`src/rtl/cordic_pipe_if.sv`:
```
// Valid/ready stream bundle for cordic_pipe: one operand channel in, one result channel out.
// The slave modport is the engine's view; the master modport is the feeding/consuming side.
interface cordic_pipe_if #(
  parameter int WIDTH = 16,
  parameter int TAG_W = 4
);
  logic                    in_valid;
  logic                    in_ready;
  logic                    in_mode;
  logic signed [WIDTH-1:0] in_x;
  logic signed [WIDTH-1:0] in_y;
  logic signed [WIDTH-1:0] in_z;
  logic [TAG_W-1:0]        in_tag;
  logic                    out_valid;
  logic                    out_ready;
  logic signed [WIDTH-1:0] out_x;
  logic signed [WIDTH-1:0] out_y;
  logic signed [WIDTH-1:0] out_z;
  logic [TAG_W-1:0]        out_tag;

  modport master (
    output in_valid, in_mode, in_x, in_y, in_z, in_tag, out_ready,
    input  in_ready, out_valid, out_x, out_y, out_z, out_tag
  );

  modport slave (
    input  in_valid, in_mode, in_x, in_y, in_z, in_tag, out_ready,
    output in_ready, out_valid, out_x, out_y, out_z, out_tag
  );
endinterface

```
`src/rtl/cordic_pipe.sv`:
```
// Fully pipelined CORDIC, per-sample rotation/vectoring, global stall on out_valid & ~out_ready.
// Optional macro CORDIC_GAIN_COMP_EN adds a 1/K scaling stage (latency STAGES+3 instead of STAGES+2).
module cordic_pipe #(
  parameter int WIDTH  = 16,
  parameter int STAGES = 14,
  parameter int TAG_W  = 4
) (
  input  logic          clk,
  input  logic          reset,
  cordic_pipe_if.slave  s
);

  localparam int IW = WIDTH + 2;
  localparam int SH = 64 - WIDTH;
  typedef logic signed [IW-1:0] ival_t;

  // atan(1/n) as a 2^-125 fixed-point alternating series, evaluated at elaboration only
  function automatic logic [127:0] atan_inv_q(input logic [127:0] n);
    logic [127:0] p, sum;
    p   = (128'd1 << 125) / n;
    sum = '0;
    for (int k = 0; k < 64; k++) begin
      if (k % 2 == 0) sum = sum + p / 128'(2 * k + 1);
      else            sum = sum - p / 128'(2 * k + 1);
      p = p / (n * n);
    end
    return sum;
  endfunction

  function automatic logic [47:0][63:0] build_atan_tab();
    logic [47:0][63:0] t;
    logic [127:0]      a;
    for (int i = 0; i < 48; i++) begin
      if (i == 0) a = atan_inv_q(128'd2) + atan_inv_q(128'd3);
      else        a = atan_inv_q(128'd1 << i);
      t[i] = 64'((a + (128'd1 << 63)) >> 64);
    end
    return t;
  endfunction

  localparam logic [47:0][63:0] ATAN_TAB = build_atan_tab();

  function automatic logic [STAGES-1:0][WIDTH-1:0] build_atan_w();
    logic [STAGES-1:0][WIDTH-1:0] t;
    for (int i = 0; i < STAGES; i++)
      t[i] = WIDTH'((ATAN_TAB[i] + (64'd1 << (SH - 1))) >> SH);
    return t;
  endfunction

  localparam logic [STAGES-1:0][WIDTH-1:0] ATAN_W = build_atan_w();
  localparam logic signed [WIDTH-1:0] PI_2 =
    WIDTH'(((ATAN_TAB[0] << 1) + (64'd1 << (SH - 1))) >> SH);

  function automatic logic signed [WIDTH-1:0] sat(input ival_t v);
    if (&v[IW-1:WIDTH-1] || ~|v[IW-1:WIDTH-1]) return v[WIDTH-1:0];
    return v[IW-1] ? {1'b1, {(WIDTH-1){1'b0}}} : {1'b0, {(WIDTH-1){1'b1}}};
  endfunction

  logic                    w_ce;
  logic [STAGES:0]         r_v;
  ival_t                   r_x [STAGES+1];
  ival_t                   r_y [STAGES+1];
  logic signed [WIDTH-1:0] r_z [STAGES+1];
  logic [TAG_W-1:0]        r_t [STAGES+1];
  logic [STAGES:0]         r_zf;
  logic [STAGES-1:0]       r_m;

  logic                    r_ov;
  logic signed [WIDTH-1:0] r_ox, r_oy, r_oz;
  logic [TAG_W-1:0]        r_ot;

  ival_t                   w_ix, w_iy, w_px, w_py;
  logic signed [WIDTH-1:0] w_pz;
  logic                    w_zf;
  logic [STAGES-1:0]       w_dpos;
  ival_t                   w_nx [STAGES];
  ival_t                   w_ny [STAGES];
  logic signed [WIDTH-1:0] w_nz [STAGES];

  logic                    w_lv, w_lzf;
  ival_t                   w_lx, w_ly;
  logic signed [WIDTH-1:0] w_lz;
  logic [TAG_W-1:0]        w_lt;

  assign w_ce        = ~r_ov | s.out_ready;
  assign s.in_ready  = w_ce;
  assign s.out_valid = r_ov;
  assign s.out_x     = r_ox;
  assign s.out_y     = r_oy;
  assign s.out_z     = r_oz;
  assign s.out_tag   = r_ot;

  assign w_ix = ival_t'(s.in_x);
  assign w_iy = ival_t'(s.in_y);
  // Zero vector has no defined angle; its z is forced to 0 at the output.
  assign w_zf = s.in_mode & (s.in_x == '0) & (s.in_y == '0);

  // NOTE: every always_comb output gets a default first so no path can infer a latch.
  always_comb begin
    w_px = w_ix;
    w_py = w_iy;
    w_pz = s.in_z;
    if (!s.in_mode) begin
      if (s.in_z > PI_2) begin
        w_px = -w_iy;  w_py = w_ix;  w_pz = s.in_z - PI_2;
      end else if (s.in_z < -PI_2) begin
        w_px = w_iy;   w_py = -w_ix; w_pz = s.in_z + PI_2;
      end
    end else begin
      w_pz = '0;
      if (w_ix[IW-1]) begin
        if (!w_iy[IW-1]) begin
          w_px = w_iy;  w_py = -w_ix; w_pz = PI_2;
        end else begin
          w_px = -w_iy; w_py = w_ix;  w_pz = -PI_2;
        end
      end
    end
  end

  // NOTE: combinational logic uses blocking '='; only clocked state uses '<='.
  always_comb begin
    for (int i = 0; i < STAGES; i++) begin
      w_dpos[i] = r_m[i] ? r_y[i][IW-1] : ~r_z[i][WIDTH-1];
      w_nx[i]   = w_dpos[i] ? r_x[i] - (r_y[i] >>> i) : r_x[i] + (r_y[i] >>> i);
      w_ny[i]   = w_dpos[i] ? r_y[i] + (r_x[i] >>> i) : r_y[i] - (r_x[i] >>> i);
      w_nz[i]   = w_dpos[i] ? r_z[i] - $signed(ATAN_W[i]) : r_z[i] + $signed(ATAN_W[i]);
    end
  end

  // NOTE: the datapath shift registers carry no reset; only valids and outputs need a known state.
  always_ff @(posedge clk) begin
    if (w_ce) begin
      r_x[0]  <= w_px;
      r_y[0]  <= w_py;
      r_z[0]  <= w_pz;
      r_t[0]  <= s.in_tag;
      r_zf[0] <= w_zf;
      r_m[0]  <= s.in_mode;
      r_m[STAGES-1:1] <= r_m[STAGES-2:0];
      for (int i = 0; i < STAGES; i++) begin
        r_x[i+1]  <= w_nx[i];
        r_y[i+1]  <= w_ny[i];
        r_z[i+1]  <= w_nz[i];
        r_t[i+1]  <= r_t[i];
        r_zf[i+1] <= r_zf[i];
      end
    end
  end

`ifdef CORDIC_GAIN_COMP_EN
  localparam int PW = IW + WIDTH + 2;
  localparam logic [WIDTH:0] INV_K = (WIDTH+1)'(longint'(0.607253 * (2.0 ** WIDTH)));
  localparam logic signed [PW-1:0] HALF = PW'(64'd1 << (WIDTH - 1));

  logic                    r_gv, r_gzf;
  ival_t                   r_gx, r_gy;
  logic signed [WIDTH-1:0] r_gz;
  logic [TAG_W-1:0]        r_gt;
  logic signed [PW-1:0]    w_mx, w_my;

  assign w_mx = PW'(r_x[STAGES]) * PW'($signed({1'b0, INV_K}));
  assign w_my = PW'(r_y[STAGES]) * PW'($signed({1'b0, INV_K}));

  always_ff @(posedge clk or negedge reset) begin
    if (!reset)    r_gv <= 1'b0;
    else if (w_ce) r_gv <= r_v[STAGES];
  end

  always_ff @(posedge clk) begin
    if (w_ce) begin
      r_gx  <= ival_t'((w_mx + HALF) >>> WIDTH);
      r_gy  <= ival_t'((w_my + HALF) >>> WIDTH);
      r_gz  <= r_z[STAGES];
      r_gt  <= r_t[STAGES];
      r_gzf <= r_zf[STAGES];
    end
  end

  assign w_lv  = r_gv;
  assign w_lx  = r_gx;
  assign w_ly  = r_gy;
  assign w_lz  = r_gz;
  assign w_lt  = r_gt;
  assign w_lzf = r_gzf;
`else
  assign w_lv  = r_v[STAGES];
  assign w_lx  = r_x[STAGES];
  assign w_ly  = r_y[STAGES];
  assign w_lz  = r_z[STAGES];
  assign w_lt  = r_t[STAGES];
  assign w_lzf = r_zf[STAGES];
`endif

  always_ff @(posedge clk or negedge reset) begin
    if (!reset) begin
      r_v  <= '0;
      r_ov <= 1'b0;
      r_ox <= '0;
      r_oy <= '0;
      r_oz <= '0;
      r_ot <= '0;
    end else if (w_ce) begin
      r_v  <= {r_v[STAGES-1:0], s.in_valid};
      r_ov <= w_lv;
      r_ox <= sat(w_lx);
      r_oy <= sat(w_ly);
      r_oz <= w_lzf ? '0 : w_lz;
      r_ot <= w_lt;
    end
  end

endmodule

```
`src/flat_wrapper.sv`:
```
// flat-port wrapper written by rule: the top's interface ports become plain ports
module cordic_pipe_flat 
#(
  parameter int WIDTH  = 16,
  parameter int STAGES = 14,
  parameter int TAG_W  = 4
)
  (clk, reset, s_in_valid, s_in_mode, s_in_x, s_in_y, s_in_z, s_in_tag, s_out_ready, s_in_ready, s_out_valid, s_out_x, s_out_y, s_out_z, s_out_tag);
  cordic_pipe_if #(.WIDTH(WIDTH), .TAG_W(TAG_W)) s_i ();
  input  logic clk;
  input  logic reset;
  input wire logic [$bits(s_i.in_valid)-1:0] s_in_valid;
  input wire logic [$bits(s_i.in_mode)-1:0] s_in_mode;
  input wire logic [$bits(s_i.in_x)-1:0] s_in_x;
  input wire logic [$bits(s_i.in_y)-1:0] s_in_y;
  input wire logic [$bits(s_i.in_z)-1:0] s_in_z;
  input wire logic [$bits(s_i.in_tag)-1:0] s_in_tag;
  input wire logic [$bits(s_i.out_ready)-1:0] s_out_ready;
  output wire logic [$bits(s_i.in_ready)-1:0] s_in_ready;
  output wire logic [$bits(s_i.out_valid)-1:0] s_out_valid;
  output wire logic [$bits(s_i.out_x)-1:0] s_out_x;
  output wire logic [$bits(s_i.out_y)-1:0] s_out_y;
  output wire logic [$bits(s_i.out_z)-1:0] s_out_z;
  output wire logic [$bits(s_i.out_tag)-1:0] s_out_tag;
  assign s_i.in_valid = s_in_valid;
  assign s_i.in_mode = s_in_mode;
  assign s_i.in_x = s_in_x;
  assign s_i.in_y = s_in_y;
  assign s_i.in_z = s_in_z;
  assign s_i.in_tag = s_in_tag;
  assign s_i.out_ready = s_out_ready;
  assign s_in_ready = s_i.in_ready;
  assign s_out_valid = s_i.out_valid;
  assign s_out_x = s_i.out_x;
  assign s_out_y = s_i.out_y;
  assign s_out_z = s_i.out_z;
  assign s_out_tag = s_i.out_tag;
  cordic_pipe #(.WIDTH(WIDTH), .STAGES(STAGES), .TAG_W(TAG_W)) u_core (.clk(clk), .reset(reset), .s(s_i));
endmodule
```
`config.mk`:
```
export PLATFORM = sky130hd
export DESIGN_NAME = cordic_pipe_flat
export DESIGN_NICKNAME = d
export VERILOG_FILES = /design/src/rtl/cordic_pipe_if.sv /design/src/rtl/cordic_pipe.sv /design/src/flat_wrapper.sv
export SDC_FILE = /design/constraint.sdc
export NUM_CORES = 2
export LEC_CHECK = 0
export BUFFER_PORTS_ARGS = -buffer_cell sky130_fd_sc_hd__buf_2
export CELL_PAD_IN_SITES_DETAIL_PLACEMENT = 2
export CELL_PAD_IN_SITES_GLOBAL_PLACEMENT = 2
export CORE_ASPECT_RATIO = 0.75
export CORE_MARGIN = 5
export CORE_UTILIZATION = 43
export DETAILED_ROUTE_END_ITERATION = 8
export MAX_ROUTING_LAYER = met4
export PLACE_DENSITY = 0.91
export SETUP_SLACK_MARGIN = 0.5
export SYNTH_ARGS = -nofsm -noshare
export SYNTH_HDL_FRONTEND = slang
export SYNTH_SLANG_ARGS = --single-unit
```
`constraint.sdc`:
```
create_clock -name clk -period 38.5 [get_ports clk]
set_input_delay 3.85 -clock clk [delete_from_list [all_inputs] [get_ports clk]]
set_output_delay 3.85 -clock clk [all_outputs]
set_load 0.1 [all_outputs]
```
* After elaboration in Yosys (flattened, before gate mapping)
Memory sizes are Yosys's and may differ from the RTL's. A register that Yosys moved wholly into a read port is not among the register bits.
Index checks and enable logic that the tools add are counted.
** Storage, ports and cells
- Bits of input ports :: 57
- Memory bits (writable) :: 840
- Output and inout bits :: 54
- Logic and storage cells :: 213
- Memories :: 4
- Register bits after elaboration :: 93
** Memory list
- u_core.r_x :: depth 15, width 18, read ports 15, clocked after memory_dff 0, write ports 15, RTL line cordic_pipe.sv:61 : ival_t r_x [STAGES+1];
- u_core.r_y :: depth 15, width 18, read ports 15, clocked after memory_dff 0, write ports 15, RTL line cordic_pipe.sv:62 : ival_t r_y [STAGES+1];
- u_core.r_z :: depth 15, width 16, read ports 15, clocked after memory_dff 0, write ports 15, RTL line cordic_pipe.sv:63 : logic signed [WIDTH-1:0] r_z [STAGES+1];
- u_core.r_t :: depth 15, width 4, read ports 15, clocked after memory_dff 1, write ports 15, RTL line cordic_pipe.sv:64 : logic [TAG_W-1:0] r_t [STAGES+1];
** Cells by class
- Bitwise operators :: 18
- Reduce and logical (&&, ||, !) cells :: 11
- Add/subtract/negate cells :: 87
- $lt $le $gt $ge :: 2
- Mux-type cells :: 84
** Operators with widths (number)
- 18-bit 2-to-1 mux :: 38
- 16-bit 2-to-1 mux :: 26
- 18-bit by 10-bit adder with 18-bit output :: 2
- 18-bit by 11-bit adder with 18-bit output :: 2
- 18-bit by 12-bit adder with 18-bit output :: 2
- 18-bit by 13-bit adder with 18-bit output :: 2
- 18-bit by 14-bit adder with 18-bit output :: 2
- 18-bit by 15-bit adder with 18-bit output :: 2
- 18-bit by 16-bit adder with 18-bit output :: 2
- 18-bit by 17-bit adder with 18-bit output :: 2
- 18-bit by 5-bit adder with 18-bit output :: 2
- 18-bit by 6-bit adder with 18-bit output :: 2
- 18-bit by 7-bit adder with 18-bit output :: 2
- 18-bit by 8-bit adder with 18-bit output :: 2
- 18-bit by 9-bit adder with 18-bit output :: 2
- 16-bit negation with 18-bit output :: 2
- 18-bit by 10-bit subtractor with 18-bit output :: 2
- 18-bit by 11-bit subtractor with 18-bit output :: 2
- 18-bit by 12-bit subtractor with 18-bit output :: 2
- 18-bit by 13-bit subtractor with 18-bit output :: 2
- 18-bit by 14-bit subtractor with 18-bit output :: 2
- 18-bit by 15-bit subtractor with 18-bit output :: 2
- 18-bit by 16-bit subtractor with 18-bit output :: 2
- 18-bit by 17-bit subtractor with 18-bit output :: 2
- 46 further kinds :: 94

* Longest topological paths before layout
- Word-level depth :: 6
- Gate-level depth with buffers :: 17

* Worst setup path after synthesis
Ideal clock, no wire load.
- Path kind :: input to output
- Start :: input port s_out_ready
- End :: output port s_in_ready
- Path buffers :: 1
- Stages on the path :: 3
- Arrival :: 28336 ps
- Path slack :: 6314 ps
- Required time :: 34650 ps
- Path through :: nor2b_1 > inv_2 > clkbuf_1
** On the way
- Cells in the longest elaborated chain, start to end :: 1
** Ends and longest elaborated chain
- from (decl) :: RTL line flat_wrapper.sv:18 : input wire logic [$bits(s_i.out_ready)-1:0] s_out_ready;
- 1-bit OR :: RTL line cordic_pipe.sv:85 : assign w_ce = ~r_ov | s.out_ready;
- to (decl) :: RTL line flat_wrapper.sv:19 : output wire logic [$bits(s_i.in_ready)-1:0] s_in_ready;
No other way between the ends.

* Final worst setup path
Ends and elaborated chain as after synthesis.

==> impl_metrics.py <==
metrics = {
    "synth": {
        "synthFlopType": "sky130_fd_sc_hd__edfxtp_1",
        "yosysTopAreaCellShare_pct": 38.5,
        "synthesis.instances": 6823,
        "synth_nets": 7636,
        "avgSynthCellArea_sq_um": 9.92,
        "number_of_distinct_library_cells_after_synthesis": 87,
        "yosysTopAreaCell": "sky130_fd_sc_hd__edfxtp_1",
        "synth.cell_area_sq_mm": 0.0677,
        "synth_warnings": 0,
        "async_flop_share_pct": 7.26,
        "synth_seq_area_share_pct": 41.0,
        "synth_enable_flop_cells": 868,
        "post_synth_main_area_contributors": "sky130_fd_sc_hd__edfxtp_1 39%, sky130_fd_sc_hd__ha_1 13%, sky130_fd_sc_hd__xnor2_1 7.3%",
        "synth_seq_cells": 936,
    },
    "critical_path": {
        "worst_path_cell_with_the_longest_stage_delay": "sky130_fd_sc_hd__nor2b_4",
        "timing.critical_path.to_type": "output pin",
        "cp-start-kind": "input port",
        "path_common_cell": "sky130_fd_sc_hd__buf_2",
        "required_ns": 34.65,
        "timing.setup.critical_path_class": "in2out",
        "crit_fanout": 94,
        "crit_path_cell_trace": "buf_2 -> nor2b_4 -> inv_8 -> buf_2",
        "cp_data_arrival_time_ns": 5.86,
        "cp_slowest_stage_delay_ns": 0.85,
    },
    "route": {
        "totalWireLength_microns": 296000,
        "drt-wirelength-per-cell_microns": 32.5,
        "num_vias": 60300,
        "drcViolationCount": 0,
        "detailedRoute.firstPassIterationCount": 6,
        "viasPerCell": 6.61,
        "final_antenna_net_count": 0,
        "drt-initial-drc-count": 6470,
    },
    "timing": {
        "clock_skew_ns": 0.109,
        "grt_setup_unrepaired": "no",
        "worst_slew_margin_rel_pct": 15.7,
        "fmaxAchievable_mhz": 103,
        "period_share_pct": 25.2,
        "tns_ns": 0,
        "hold_viol": 0,
        "final_max_slew_viol_count": 0,
        "worst_slew_pin_slew_ns": 1.26,
        "period_needed_ns": 9.71,
        "setup_viol": 0,
    },
    "finish": {
        "fin_nets": 7731,
        "synthToLayoutAreaGrowth_pct": 9.58,
        "fill_cells": 16200,
        "drive_gt1_share_pct": 5.78,
        "final_common_cell": "sky130_fd_sc_hd__edfxtp_1",
        "most-common-layout-cells": "868 x sky130_fd_sc_hd__edfxtp_1, 713 x sky130_fd_sc_hd__ha_1, 671 x sky130_fd_sc_hd__a21oi_1",
    },
    "clock_network": {
        "cts_tree": "built",
        "postCtsResizedCells": 0,
        "clockBufferDepth": 3,
        "postCtsSetupRepairBufs": 0,
        "number_of_buffers_created_by_cts": 105,
        "cts.sink_count": 936,
        "postCtsHoldBufs": 0,
        "cts.htree.levels": 3,
        "clock_latency_ns": 0.83,
        "cts_root_buf": "sky130_fd_sc_hd__clkbuf_16",
        "clock_edge_transition_at_the_registers_on_the_reported_setup_and_hold_paths_ns": 0.07,
    },
    "worst_hold_path": {
        "min_path_type": "reg2reg",
    },
    "placement": {
        "dp.final_hpwl_microns": 188000,
        "place.gp.congestion": 0.891,
        "buffers_added_on_ports": 110,
    },
    "global_routing": {
        "gr-usage-all-layers_pct": 35.6,
        "grt_pass1_wl_microns": 444000,
        "grt_pass1_vias": 66400,
        "antenna_violations_before_repair": 6,
        "grt_start_max_net_pins": 154,
        "grt-ovfl-total": 0,
    },
    "floorplan": {
        "io_pins": 111,
        "die_height_microns": 354,
        "die_w_microns": 468,
        "std_cell_rows": 126,
        "floorplan.die_area_sq_mm": 0.165,
        "start_util_pct": 43.1,
        "design.core.area_sq_mm": 0.157,
    },
    "status": {
        "status": "finished, final reports clean",
    },
    "job": {
        "drv_cap": 0,
    },
}
routing by layer:
metal  vias to the layer above  wire [microns]  global-route usage (%)
met5                         -               0                       -
met4                         0           15200                    15.2
met3                      1069           21800                    6.33
met2                      3214          142000                    58.9
met1                     30900          117000                    43.0
li1                      25000               -                       -
layout make-up:
| cell class | instances | area [sq um] | share of cell area [%] |
|---|---|---|---|
| Tap cell | 2112 | 2640 | 3.56 |
| Clock buffer | 125 | 2820 | 3.80 |
| Clock inverter | 66 | 707 | 0.954 |
| Timing Repair Buffer | 150 | 866 | 1.17 |
| Multi-Input combinational cell | 5334 | 37800 | 51.1 |
| Sequential cell | 936 | 27800 | 37.5 |
| Inverter | 391 | 1480 | 1.99 |
| Antenna cell | 4 | 10.0 | 0.0135 |
Yosys cell counts (all sizes together), types with 107 or more instances:
| cell | number |
|---|---|
| a21o | 227 |
| a21oi | 678 |
| clkbuf | 134 |
| edfxtp | 868 |
| ha | 713 |
| inv | 389 |
| nand2 | 528 |
| nand3 | 107 |
| nor2 | 549 |
| nor3 | 140 |
| o21ai | 393 |
| xnor2 | 564 |
| xor2 | 279 |
registers in the layout, indices dropped and copies added (netlist names), 14 cells and up:
name            flops
u_core.r_m         14
u_core.r_t         60
u_core.r_v         15
u_core.r_x        270
u_core.r_y        269
u_core.r_z        240
u_core.r_zf        15
u_core.s.out_x     16
u_core.s.out_y     16
u_core.s.out_z     16
kinds of logic after synthesis:
family	count (synthesis)	share of synthesized area, %
AOI/OAI and AO/OA	1910	17.4
xor gates and xnor gates	843	10.9
adders and majority gates	756	14.5
buffers and inverters	553	3.08
DFF	936	41.0
muxes	54	0.834
and+or+nand+nor	1771	12.2
critical path, delay by kind of cell:
| kind | cells | cell delay (ns) |
|---|---|---|
| buffers and inverters | 3 | 1.09 |
| and+or+nand+nor | 1 | 0.85 |
final timing paths:
check,cells after the start,start,slack (ns),to
min in group asynchronous,1,reset,3.21,u_core.s.out_valid
hold reg to reg,0,u_core.r_t[11][2],0.36,u_core.r_t[12][2]
hold / removal,0,u_core.r_t[11][2],0.36,u_core.r_t[12][2]
setup / recovery,4,s_out_ready,28.79,s_in_ready
setup reg to reg,14,u_core.r_y[0][107],32.85,u_core.r_x[6][17]
max in group asynchronous,1,reset,34.66,u_core.r_v[5]
through the flow:
| step | instances | utilization, % | setup WS (ns) | instance area [sq um] | hold slack, ns |
|---|---|---|---|---|---|
| 2_1_floorplan | 6823 | - | 6.31 | 67700 | 0.400 |
| 3_3_place_gp | 8923 | 45.0 | 28.94 | 70600 | 0.401 |
| 3_5_place_dp | 8923 | 45.0 | 28.85 | 70600 | 0.405 |
| 4_1_cts | 9114 | 47.3 | 28.79 | 74100 | 0.373 |
| 5_1_grt | 9117 | 47.3 | 28.69 | 74100 | 0.375 |
| 6_report | 9118 | 47.3 | 28.79 | 74100 | 0.361 |
Power is left out: the tool's default activity adds up to more than one toggle a clock period on the data nets, which glitch-free logic cannot reach.
